`config.mk`:
```
export PLATFORM = sky130hd
export DESIGN_NAME = pcie_cpl_scheduler
export DESIGN_NICKNAME = d
export VERILOG_FILES = /design/src/rtl/pcie_dma_pkg.sv /design/src/rtl/pcie_cpl_queue.sv /design/src/rtl/pcie_cpl_scheduler.sv
export SDC_FILE = /design/constraint.sdc
export NUM_CORES = 1
export LEC_CHECK = 0
export BUFFER_PORTS_ARGS = -buffer_cell sky130_fd_sc_hd__buf_2
export CAP_MARGIN = 20
export CORE_ASPECT_RATIO = 0.8
export CORE_MARGIN = 2
export CORE_UTILIZATION = 55
export DETAILED_ROUTE_END_ITERATION = 8
export PLACE_DENSITY = 0.8
export SLEW_MARGIN = 20
export SYNTH_ARGS = -nofsm -noshare
export SYNTH_HDL_FRONTEND = slang
export SYNTH_SLANG_ARGS = --single-unit
```
`constraint.sdc`:
```
create_clock -name i_clk -period 7.2 [get_ports i_clk]
set_clock_uncertainty 0.1 [all_clocks]
set_input_delay 0.36 -clock i_clk [delete_from_list [all_inputs] [get_ports i_clk]]
set_output_delay 0.36 -clock i_clk [all_outputs]
set_load 0.01 [all_outputs]
```
`src/rtl/pcie_dma_pkg.sv`:
```
// pcie_dma: shared descriptor layout, FSM encodings and default sizing
// for the PCIe completion scheduler.  Rev 1.0
`default_nettype none

package pcie_dma;

  localparam int DEFAULT_DEPTH   = 4;
  localparam int DEFAULT_TIMEOUT = 1023;

  localparam int DESC_W = 64;
  localparam int TMO_W  = 11;
  localparam int CNT_W  = 16;

  // Field widths; offsets follow from the packed order below (addr at bit 0).
  localparam int ADDR_W = 13;
  localparam int BE_W   = 8;
  localparam int TAG_W  = 8;
  localparam int RID_W  = 16;
  localparam int LEN_W  = 10;
  localparam int ATTR_W = 2;
  localparam int TC_W   = 3;

  typedef enum logic [1:0] {
    ST_IDLE     = 2'd0,
    ST_DMA_REQ  = 2'd1,
    ST_DMA_WAIT = 2'd2,
    ST_CPL_WAIT = 2'd3
  } state_t;

  typedef struct packed {
    logic              rsvd;
    logic              wd;
    logic [TC_W-1:0]   tc;
    logic              td;
    logic              ep;
    logic [ATTR_W-1:0] attr;
    logic [LEN_W-1:0]  len;
    logic [RID_W-1:0]  rid;
    logic [TAG_W-1:0]  tag;
    logic [BE_W-1:0]   be;
    logic [ADDR_W-1:0] addr;
  } desc_t;

  // DMA reads are issued on 8-byte boundaries.
  function automatic logic [ADDR_W-1:0] dma_addr(input desc_t d);
    return {d.addr[ADDR_W-1:3], 3'b000};
  endfunction

endpackage

`default_nettype wire

```
`src/rtl/pcie_cpl_queue.sv`:
```
// pcie_cpl_queue: DEPTH-entry descriptor FIFO, no bypass; a full queue
// refuses pushes even when popped in the same cycle.  Rev 1.0
`default_nettype none

module pcie_cpl_queue #(
  parameter int DEPTH = 4,
  parameter int WIDTH = 64
) (
  input  logic             i_clk,
  input  logic             i_nrst,
  input  logic             i_push,
  input  logic [WIDTH-1:0] i_push_data,
  input  logic             i_pop,
  output logic [WIDTH-1:0] o_head,
  output logic             o_full,
  output logic             o_empty
);

  localparam int PTR_W = $clog2(DEPTH);
  localparam int CNT_W = PTR_W + 1;

  logic [WIDTH-1:0] mem_q [DEPTH];
  logic [PTR_W-1:0] wr_ptr_q, wr_ptr_d;
  logic [PTR_W-1:0] rd_ptr_q, rd_ptr_d;
  logic [CNT_W-1:0] count_q, count_d;
  logic             do_push;
  logic             do_pop;

  assign o_full  = (count_q == CNT_W'(DEPTH));
  assign o_empty = (count_q == '0);
  assign do_push = i_push && !o_full;
  assign do_pop  = i_pop && !o_empty;
  assign o_head  = mem_q[rd_ptr_q];

  always_comb begin
    wr_ptr_d = wr_ptr_q;
    rd_ptr_d = rd_ptr_q;
    count_d  = count_q;
    if (do_push) wr_ptr_d = wr_ptr_q + PTR_W'(1);
    if (do_pop)  rd_ptr_d = rd_ptr_q + PTR_W'(1);
    case ({do_push, do_pop})
      2'b10:   count_d = count_q + CNT_W'(1);
      2'b01:   count_d = count_q - CNT_W'(1);
      default: count_d = count_q;
    endcase
  end

  always_ff @(posedge i_clk or negedge i_nrst) begin
    if (!i_nrst) begin
      wr_ptr_q <= '0;
      rd_ptr_q <= '0;
      count_q  <= '0;
    end else begin
      wr_ptr_q <= wr_ptr_d;
      rd_ptr_q <= rd_ptr_d;
      count_q  <= count_d;
    end
  end

  // Storage needs no reset: entries are only read while count_q is non-zero.
  always_ff @(posedge i_clk) begin
    if (do_push) mem_q[wr_ptr_q] <= i_push_data;
  end

endmodule

`default_nettype wire

```
`src/rtl/pcie_cpl_scheduler.sv`:
```
// pcie_cpl_scheduler: queues completion requests, fetches payload via DMA,
// and hands one descriptor at a time to the TX engine.  Rev 1.0
`default_nettype none

module pcie_cpl_scheduler
  import pcie_dma::*;
#(
  parameter int DEPTH   = DEFAULT_DEPTH,
  parameter int TIMEOUT = DEFAULT_TIMEOUT
) (
  input  logic              i_clk,
  input  logic              i_nrst,
  input  logic              i_req_valid,
  output logic              o_req_ready,
  input  logic [DESC_W-1:0] i_req_desc,
  output logic              o_dma_req_valid,
  input  logic              i_dma_req_ready,
  output logic [ADDR_W-1:0] o_dma_req_addr,
  input  logic              i_dma_resp_valid,
  input  logic              i_dma_resp_fault,
  output logic              o_req_compl,
  output logic [DESC_W-1:0] o_cpl_desc,
  input  logic              i_compl_done,
  output logic              o_busy,
  output logic              o_timeout,
  output logic              o_fault,
  output logic [CNT_W-1:0]  o_cpl_cnt
);

  localparam logic [TMO_W-1:0] TMO_LAST = TMO_W'(TIMEOUT - 1);

  state_t            state_q, state_d;
  desc_t             cur_q, cur_d;
  logic [TMO_W-1:0]  tmo_q, tmo_d;
  logic [CNT_W-1:0]  cpl_cnt_q, cpl_cnt_d;
  logic              fault_q, fault_d;
  logic              timeout_q, timeout_d;

  logic              q_pop;
  logic [DESC_W-1:0] q_head;
  logic              q_full;
  logic              q_empty;

  pcie_cpl_queue #(
    .DEPTH (DEPTH),
    .WIDTH (DESC_W)
  ) u_queue (
    .i_clk       (i_clk),
    .i_nrst      (i_nrst),
    .i_push      (i_req_valid),
    .i_push_data (i_req_desc),
    .i_pop       (q_pop),
    .o_head      (q_head),
    .o_full      (q_full),
    .o_empty     (q_empty)
  );

  always_comb begin
    state_d   = state_q;
    cur_d     = cur_q;
    tmo_d     = tmo_q;
    cpl_cnt_d = cpl_cnt_q;
    fault_d   = fault_q;
    timeout_d = 1'b0;
    q_pop     = 1'b0;
    case (state_q)
      ST_IDLE: begin
        if (!q_empty) begin
          cur_d   = desc_t'(q_head);
          q_pop   = 1'b1;
          state_d = ST_DMA_REQ;
        end
      end
      ST_DMA_REQ: begin
        if (i_dma_req_ready) begin
          tmo_d   = '0;
          state_d = ST_DMA_WAIT;
        end
      end
      ST_DMA_WAIT: begin
        if (i_dma_resp_valid) begin
          if (i_dma_resp_fault) fault_d = 1'b1;
          state_d = ST_CPL_WAIT;
        end else begin
          tmo_d = (tmo_q == '1) ? tmo_q : tmo_q + TMO_W'(1);
          // The counter reaches TIMEOUT on this edge: drop the request.
          if (tmo_q >= TMO_LAST) begin
            timeout_d = 1'b1;
            state_d   = ST_IDLE;
          end
        end
      end
      ST_CPL_WAIT: begin
        if (i_compl_done) begin
          cpl_cnt_d = cpl_cnt_q + CNT_W'(1);
          state_d   = ST_IDLE;
        end
      end
      default: state_d = ST_IDLE;
    endcase
  end

  always_ff @(posedge i_clk or negedge i_nrst) begin
    if (!i_nrst) begin
      state_q   <= ST_IDLE;
      cur_q     <= '0;
      tmo_q     <= '0;
      cpl_cnt_q <= '0;
      fault_q   <= 1'b0;
      timeout_q <= 1'b0;
    end else begin
      state_q   <= state_d;
      cur_q     <= cur_d;
      tmo_q     <= tmo_d;
      cpl_cnt_q <= cpl_cnt_d;
      fault_q   <= fault_d;
      timeout_q <= timeout_d;
    end
  end

  // TX-facing outputs depend only on registers so the TX engine sees a
  // stable descriptor in the cycle the DMA response arrives.
  assign o_req_ready     = !q_full;
  assign o_dma_req_valid = (state_q == ST_DMA_REQ);
  assign o_dma_req_addr  = dma_addr(cur_q);
  assign o_req_compl     = (state_q == ST_DMA_WAIT) || (state_q == ST_CPL_WAIT);
  assign o_cpl_desc      = o_req_compl ? DESC_W'(cur_q) : '0;
  assign o_busy          = (state_q != ST_IDLE) || !q_empty;
  assign o_timeout       = timeout_q;
  assign o_fault         = fault_q;
  assign o_cpl_cnt       = cpl_cnt_q;

endmodule

`default_nettype wire
```
==> impl_results.md <==
* Remaining DRCs at 0
* Clock buffer depth at 3
* Hold Crit Class: input port to flop
* Area growth, synth to finish at 20.0%
* Fraction of layout cells with a size suffix above 1 at 36.3%
* First-pass GRT wire length at 42,400 um
* HPWL Detailed at 14,600 um
* Yosys warns at 0
* Die Wd at 183 um
* Top post-synthesis cells by area: edfxtp_1 (55%), dfrtp_1 (18%), mux4_2 (10%)
* DRT Pass-1 Iters at 4
* Most frequent cell after synthesis: edfxtp_1
* Minimum clock period at 2.95 ns
* Worst EP required at 7.53 ns
* Die Area at 26,900 um^2
* Slew HR at 27.3%
* DRT Wirelength at 26,300 um
* Setup violations, final at 0
* H-tree depth at 2
* Post-synthesis async set-or-reset flop share at 28.5%
* Cell Rows at 52
* Post-synthesis sequential area ratio at 72.8%
* Worst-path maximum fanout at 67
* R2R Setup Slk at 4.25 ns
* Actual slew at the worst max-slew pin at 1.09 ns
* CTS root buf: clkbuf_16
* Seq. cell area at 10,200 um^2
* GRT overflow at 0
* Max Clock Freq at 339 MHz
* Final Worst Setup Slack at 4.25 ns
* Vias in the first global route at 7,697
* Total GRT Usage at 20.5%
* Vias per inst at 5.47
* Number of max-cap violations at 0
* Cts repair resizes at 0
* Leakage power at 0.00643 uW
* Initial antenna violation count at 2
* Startpoint type of the worst setup path: flop
* Yosys top cell area share at 54.7%
* TritonCTS clock tree: yes
* Capturing point of the worst reg2reg path: u_queue.count_q[2]
* Post-DR wirelength/cell at 19.9 um
* Post-CTS Setup Repair Bufs at 0
* Status: complete, no violations
* Unique masters post-synth at 47
* Initial Util at 55.7%
* Hold Startpoint: i_dma_resp_valid
* Clk Latency, worst-skew pair at 0.51 ns
* IO buf count at 166
* Worst hold path stage count at 3
* Worst r2r src: state_q[0]
* Clk sinks at 358
* RSZ-0062 raised after global routing: false
* Largest net degree at the start of global routing at 78
* PwrDens at 402 nW/um^2
* Fin. max-slew vios at 0
* Placeable Area at 25,200 um^2
* Worst Hold Endpoint: o_fault
* R2R cell count at 8
* Post-synth EDFFs at 256
* Hold buffers post-CTS at 66
* Ys flop type: edfxtp_1
* Critical Path AT at 3.28 ns
* Iteration-0 DRC Markers at 562
* Peak VDD IR at 0.318 mV
* Final Cycle Share at 41.0%
* Hold Violations, Final at 0
* Synth cell count leaders: edfxtp_1 (256), dfrtp_1 (102), mux2_2 (68), and2_1 (66), mux4_2 (64)
* Critical Path End Type: flop
* I/O Pins at 170
* Setup TNS at 0 ns
* Nets@finish at 1,053
* Synth Register Bits at 358
* Post-synth top area cell: edfxtp_1
* Pre-CTS WS at 4.26 ns
* Gate Count Post-Synth at 744
* Multi-input gate area at 3570 um^2
* Routed Antenna Nets at 0
* Setup Crit Path Kind: flop to flop
* Filler cells at 1,725
* GP Congestion at 0.755
* Reg clk slew, reported paths at 0.06 ns
* CTS buffer count at 36
* Post-Syn Area at 14,100 um^2
* Via count at 7,251
* Mean post-synth cell area at 18.9 um^2
* Chip height at 147 um
[layer usage]
| metal | part of all wire [%] | track usage [%] |
|---|---|---|
| met5 | 0 | 0 |
| met4 | 1.7 | 4.80 |
| met3 | 6.8 | 4.07 |
| met2 | 47 | 32.5 |
| met1 | 45 | 29.9 |
[cell type report]
| class | instances | share of cell area (%) |
|---|---|---|
| Antenna cell | 2 | 0.0296 |
| Clock buffer | 51 | 5.91 |
| Clock inverter | 14 | 0.563 |
| Inverter | 9 | 0.200 |
| Multi-Input combinational cell | 332 | 21.2 |
| Sequential cell | 358 | 60.7 |
| Tap cell | 324 | 2.40 |
| Timing Repair Buffer | 236 | 9.03 |
[worst max-delay path by stage]
stage	from	endpoint	slack, ns	depth (start not counted)
3_3_place_gp	state_q[0]	u_queue.count_q[2]	4.35	8
5_1_grt	state_q[0]	u_queue.count_q[2]	4.08	8
2_1_floorplan	u_queue.count_q[0]	u_queue.mem_q[0][0]	4.43	3
6_report	state_q[0]	u_queue.count_q[2]	4.25	8
3_5_place_dp	state_q[0]	u_queue.count_q[2]	4.26	8
4_1_cts	state_q[0]	u_queue.count_q[2]	4.23	8
[metrics by stage]
stage	hold WS, ns	util, %	cells	area (um^2)	power (uW)
2_1_floorplan	-0.0356	-	746	14100	4500
6_report	0.0400	66.9	1326	16900	6790
3_3_place_gp	0.250	59.9	1193	15100	5030
5_1_grt	0.0526	66.9	1326	16900	7180
4_1_cts	0.0286	66.9	1324	16900	6860
3_5_place_dp	0.270	59.9	1193	15100	5090
[critical path, stage by stage, from the launching register on]
cell	delay [ns]
dfrtp_1	0.53
nor3_4	0.21
buf_4	0.78
ha_1	0.32
inv_1	0.06
fa_1	0.37
xor2_1	0.17
nor2_1	0.13
xor2_1	0.17
[flip-flops by register name (all words and copies together) (netlist names)]
name	count
u_queue.mem_q	256
u_queue.rd_ptr_q	2
o_timeout	1
o_cpl_cnt	16
u_queue.count_q	3
state_q	2
cur_q	54
tmo_q	11
o_dma_req_addr	10
o_fault	1
u_queue.wr_ptr_q	2
[cell usage in the layout (no fill, tap or decap), types with 3 or more instances in the layout]
| cell | n |
|---|---|
| edfxtp_1 | 256 |
| buf_2 | 165 |
| dfrtp_1 | 99 |
| mux2_2 | 68 |
| and2_1 | 66 |
| dlygate4sd3_1 | 66 |
| mux4_2 | 64 |
| clkbuf_16 | 37 |
| nand2_1 | 18 |
| xnor2_1 | 15 |
| nor2_1 | 13 |
| nand3_1 | 12 |
| clkbuf_1 | 12 |
| inv_1 | 9 |
| ha_1 | 8 |
| clkinv_1 | 8 |
| xor2_1 | 6 |
| and3_1 | 5 |
| buf_4 | 5 |
| and3_4 | 4 |
| and4_1 | 4 |
| nor3_1 | 3 |
| a21oi_1 | 3 |
| a31oi_1 | 3 |
| nand2b_1 | 3 |
| nand4_1 | 3 |
| conb_1 | 3 |
[report_power, final]
part	total, uW	internal [uW]	switching, uW
clock network	1740	1000	737
registers	3120	2790	334
logic	1930	1010	913
total	6790	4810	1980
[cell families (layout without fill, tap and decap cells)]
family	after synthesis	after routing	synth area share (%)
AND/OR/NAND/NOR	143	143	5.96
XOR/XNOR	21	21	1.31
multiplexers	134	134	15.8
buffers and inverters	56	310	2.03
other	1	5	0.0267
flip-flops	358	358	72.8
AO/OA/AOI/OAI	22	22	1.18
adder cells (fa/ha/maj)	9	9	0.854
No activity file was read; power rests on OpenSTA's default activity.
